[config.mk]
export PLATFORM = sky130hd
export DESIGN_NAME = demux_1_to_n_hs
export DESIGN_NICKNAME = d
export VERILOG_FILES = /design/src/rtl/demux_1_to_n_hs.sv
export SDC_FILE = /design/constraint.sdc
export NUM_CORES = 1
export LEC_CHECK = 0
export CELL_PAD_IN_SITES_DETAIL_PLACEMENT = 0
export CELL_PAD_IN_SITES_GLOBAL_PLACEMENT = 1
export CORE_UTILIZATION = 33
export DETAILED_ROUTE_END_ITERATION = 6
export PLACE_DENSITY_LB_ADDON = 0.25
export SLEW_MARGIN = 20
export SYNTH_ARGS = -nofsm -noshare
export SYNTH_HDL_FRONTEND = slang
export SYNTH_SLANG_ARGS = --single-unit
[constraint.sdc]
create_clock -name clk -period 1.8 [get_ports clk]
set_input_delay 0.54 -clock clk [delete_from_list [all_inputs] [get_ports clk]]
set_output_delay 0.54 -clock clk [all_outputs]
set_load 0.01 [all_outputs]
[src/rtl/demux_1_to_n_hs.sv]
// demux_1_to_n_hs: 1-to-N registered demultiplexer with valid/ready on every port.
// Each channel owns its output register, so a stalled consumer only blocks words aimed at it.
module demux_1_to_n_hs #(
    parameter int WIDTH = 8,
    parameter int N     = 4,
    parameter int SEL_W = 2,
    parameter bit CLR   = 1'b0
) (
    input  logic               clk,
    input  logic               rst_n,
    input  logic               in_valid,
    output logic               in_ready,
    input  logic [WIDTH-1:0]   in_data,
    input  logic [SEL_W-1:0]   sel,
    output logic [N-1:0]       out_valid,
    input  logic [N-1:0]       out_ready,
    output logic [N*WIDTH-1:0] out_data,
    output logic               sel_err,
    output logic [7:0]         drop_cnt
);
    localparam int S = 2 ** SEL_W;
    logic [S-1:0] w_ch_ready;
    logic         w_bad_sel;
    logic         w_xfer;
    logic         r_sel_err;
    logic [7:0]   r_drop_cnt;
    genvar k;
    // Unused select codes read as always-ready so out-of-range words are swallowed.
    generate
        for (k = 0; k < S; k++) begin : g_rdy
            if (k < N) begin : g_real
                assign w_ch_ready[k] = !out_valid[k] || out_ready[k];
            end else begin : g_pad
                assign w_ch_ready[k] = 1'b1;
            end
        end
    endgenerate
    assign w_bad_sel = {1'b0, sel} >= (SEL_W + 1)'(N);
    assign in_ready  = w_ch_ready[sel];
    assign w_xfer    = in_valid && in_ready;
    generate
        for (k = 0; k < N; k++) begin : g_chan
            logic             r_valid;
            logic [WIDTH-1:0] r_data;
            logic             w_load;
            logic             w_drain;
            assign w_load  = w_xfer && sel == SEL_W'(k);
            assign w_drain = r_valid && out_ready[k];
            always_ff @(posedge clk or negedge rst_n) begin
                if (!rst_n) begin
                    r_valid <= 1'b0;
                    r_data  <= '0;
                end else if (w_load) begin
                    r_valid <= 1'b1;
                    r_data  <= in_data;
                end else if (w_drain) begin
                    r_valid <= 1'b0;
                    r_data  <= CLR ? '0 : r_data;
                end
            end
            assign out_valid[k]                 = r_valid;
            assign out_data[k*WIDTH +: WIDTH] = r_data;
        end
    endgenerate
    always_ff @(posedge clk or negedge rst_n) begin
        if (!rst_n) begin
            r_sel_err  <= 1'b0;
            r_drop_cnt <= 8'd0;
        end else begin
            r_sel_err <= w_xfer && w_bad_sel;
            if (w_xfer && w_bad_sel && r_drop_cnt != 8'hFF)
                r_drop_cnt <= r_drop_cnt + 8'd1;
        end
    end
    assign sel_err  = r_sel_err;
    assign drop_cnt = r_drop_cnt;
endmodule

==> results_dict.tcl <==
set metrics [dict create \
    total_power_uw 2280 \
    drtIter0Drc 23 \
    cts_tree "done" \
    ant_nets 0 \
    synth.avg_cell_area_um2 14.7 \
    overflow 0 \
    clockRootBuffer "clkbuf_8" \
    setup_tns_ns -0.111 \
    skew_ns 0.00582 \
    crit_family "multiplexers" \
    netlist_area_um2 1500 \
    dp_hpwl_um 2550 \
    vias 1021 \
    rsz0062_at_grt "true" \
    drv_slew 0 \
    rows 24 \
    period_needed_ns 1.91 \
    fill_cells 391 \
    die_w_um 69.5 \
    drc 0 \
    postLayoutCellArea_um2 2270 \
    area.sequential_um2 901 \
    layout_commonest_cell "clkdlybuf4s50_1" \
    path_class "in -> out" \
    yosysWarningCount 0 \
    status "finished, violations left" \
    final_layout_size_suffix_gt1_share_pct 42.3 \
    finalWorstSetupSlack_ns -0.111 \
    clkLatencyLatePin_ns 0.28 \
    vias_per_cell 4.50 \
    grt_pass1_vias 1137 \
    cts_buffer_depth 2 \
    yosysSeqAreaShare_pct 60.0 \
    period_share_pct 106 \
    area_growth_pct 51.0 \
    dieArea_um2 4830 \
    synth_area_leaders "dfrtp_1, mux2_2, buf_4, nand2b_1, mux4_2" \
    die_y_um 69.5 \
    routed_wl_um 3370 \
    grt_usage_pct 15.5 \
    finalNetCount 192 \
    ys_types 14 \
    antenna_found_initial 0 \
    hp-class "in -> async" \
    cp-startpoint "out_ready[1]" \
    globalplace.congestion 0.760 \
    yosysTopAreaCell "dfrtp_1" \
    critPathMaxFanout 2 \
    netlist_instances 102 \
    r2r-start "g_chan[1].r_valid" \
    violations "setup timing" \
    ios 63 \
    crit_required_ns 1.26 \
    power_density_nw_per_um2 1000 \
    slowest_delay_ns 0.47 \
    start_util_pct 34.5 \
    clkSinkCount 36 \
    antennaDiodeCount 0 \
    placeableCoreArea_um2 4350 \
    grt_max_degree 20 \
    synth_top_area_share_pct 60.0 \
    worst-path-buf-inv 2 \
    cts_htree_levels 2 \
    start_kind "input port" \
    multi_input_area_um2 552 \
    clk_pin_slew_ns 0.07 \
    first_pass_iters 4 \
    post-place-ws_ns -0.808 \
    cp_slowest_cell "mux4_2" \
    max_freq_ghz 0.523 \
    end_kind "primary output" \
    hold_violations 0 \
    drv_cap 0 \
    layout_common_cells "clkdlybuf4s50_1, dfrtp_1, mux2_2" \
    ir_drop_uv 464 \
    cts_made_buffers 5 \
    placed_area_um2 2130 \
    p_leak_uw 0.00105 \
    io_buffers 53 \
    worstPathArrival_ns 1.37 \
    post_drt_wl_per_cell_um 14.8 \
    grt_pass1_wl_um 5690 \
    crit_path_cell_trace "buf_2 > nand2b_4 > mux4_2 > buf_6" \
    ys_ff_latch 36 \
    final-setup-viol-count 1 \
]
area by class of cell:
| cell class | instances | share of cell area (%) |
|---|---|---|
| flip-flops and latches | 36 | 39.7 |
| repair buffers | 74 | 29.7 |
| multi-input cells | 58 | 24.3 |
| clock buffers | 6 | 3.20 |
| well taps | 52 | 2.87 |
| clock inverters | 1 | 0.221 |
metrics by stage:
step	instances	util [%]	hold slack, ns
finish	227	52.1	0.176
global route	227	52.1	0.208
CTS	226	51.8	0.182
detailed placement	215	48.9	0.489
global placement	215	48.9	0.480
floorplan	110	-	0.244
kinds of logic after synthesis:
| logic type | share of synthesized area [%] |
|---|---|
| simple gates | 6.49 |
| compound gates | 0.333 |
| mux | 25.5 |
| buf+inv | 7.49 |
| other cells | 0.250 |
| flops | 59.9 |
routing by layer:
layer,wire [um],vias to the layer above,global-route usage [%],part of all wire [%]
met3,244,4,5.67,7.2
met4,36,0,6.35,1.1
li1,-,470,-,-
met5,0,-,0,0
met1,1370,509,18.7,41
met2,1710,38,25.1,51
flip-flops by register name, indices dropped and copies added (netlist names):
register	cells
g_chan.r_data	32
g_chan.r_valid	4
power by group:
part	leakage (uW)	internal, uW	switching (uW)
clock network	0.0000410	263	264
logic	0.000576	449	250
registers	0.000431	968	86.7
worst paths after layout:
kind                                            end  slack, ns  cells past startpoint
worst max-delay path                       in_ready      -0.11                      4
worst min-delay path              g_chan[1].r_valid       0.18                      1
worst max register to register  g_chan[1].r_data[4]       0.22                      7
worst min register to register  g_chan[0].r_data[3]       0.51                      1
max in group asynchronous       g_chan[3].r_data[4]       1.02                      2
min in group clk                g_chan[0].r_data[3]       0.51                      1
synthesized netlist by cell type (all sizes together):
master / count
nand2b: 4
nor2b: 2
nor3b: 1
conb: 1
mux2: 32
buf: 16
o21ai: 1
nand3: 1
nand3b: 1
mux4: 1
and3: 1
nand2: 5
dfrtp: 36
what timing repair did:
action                                  in CTS  in global routing
gates resized for setup                     29                  3
endpoints found under the hold margin        0                  0
buffers inserted                             4                  1
endpoints found under the setup margin      10                 11
hold buffers                                 0                  0
(Power assumes the default switching activity.)
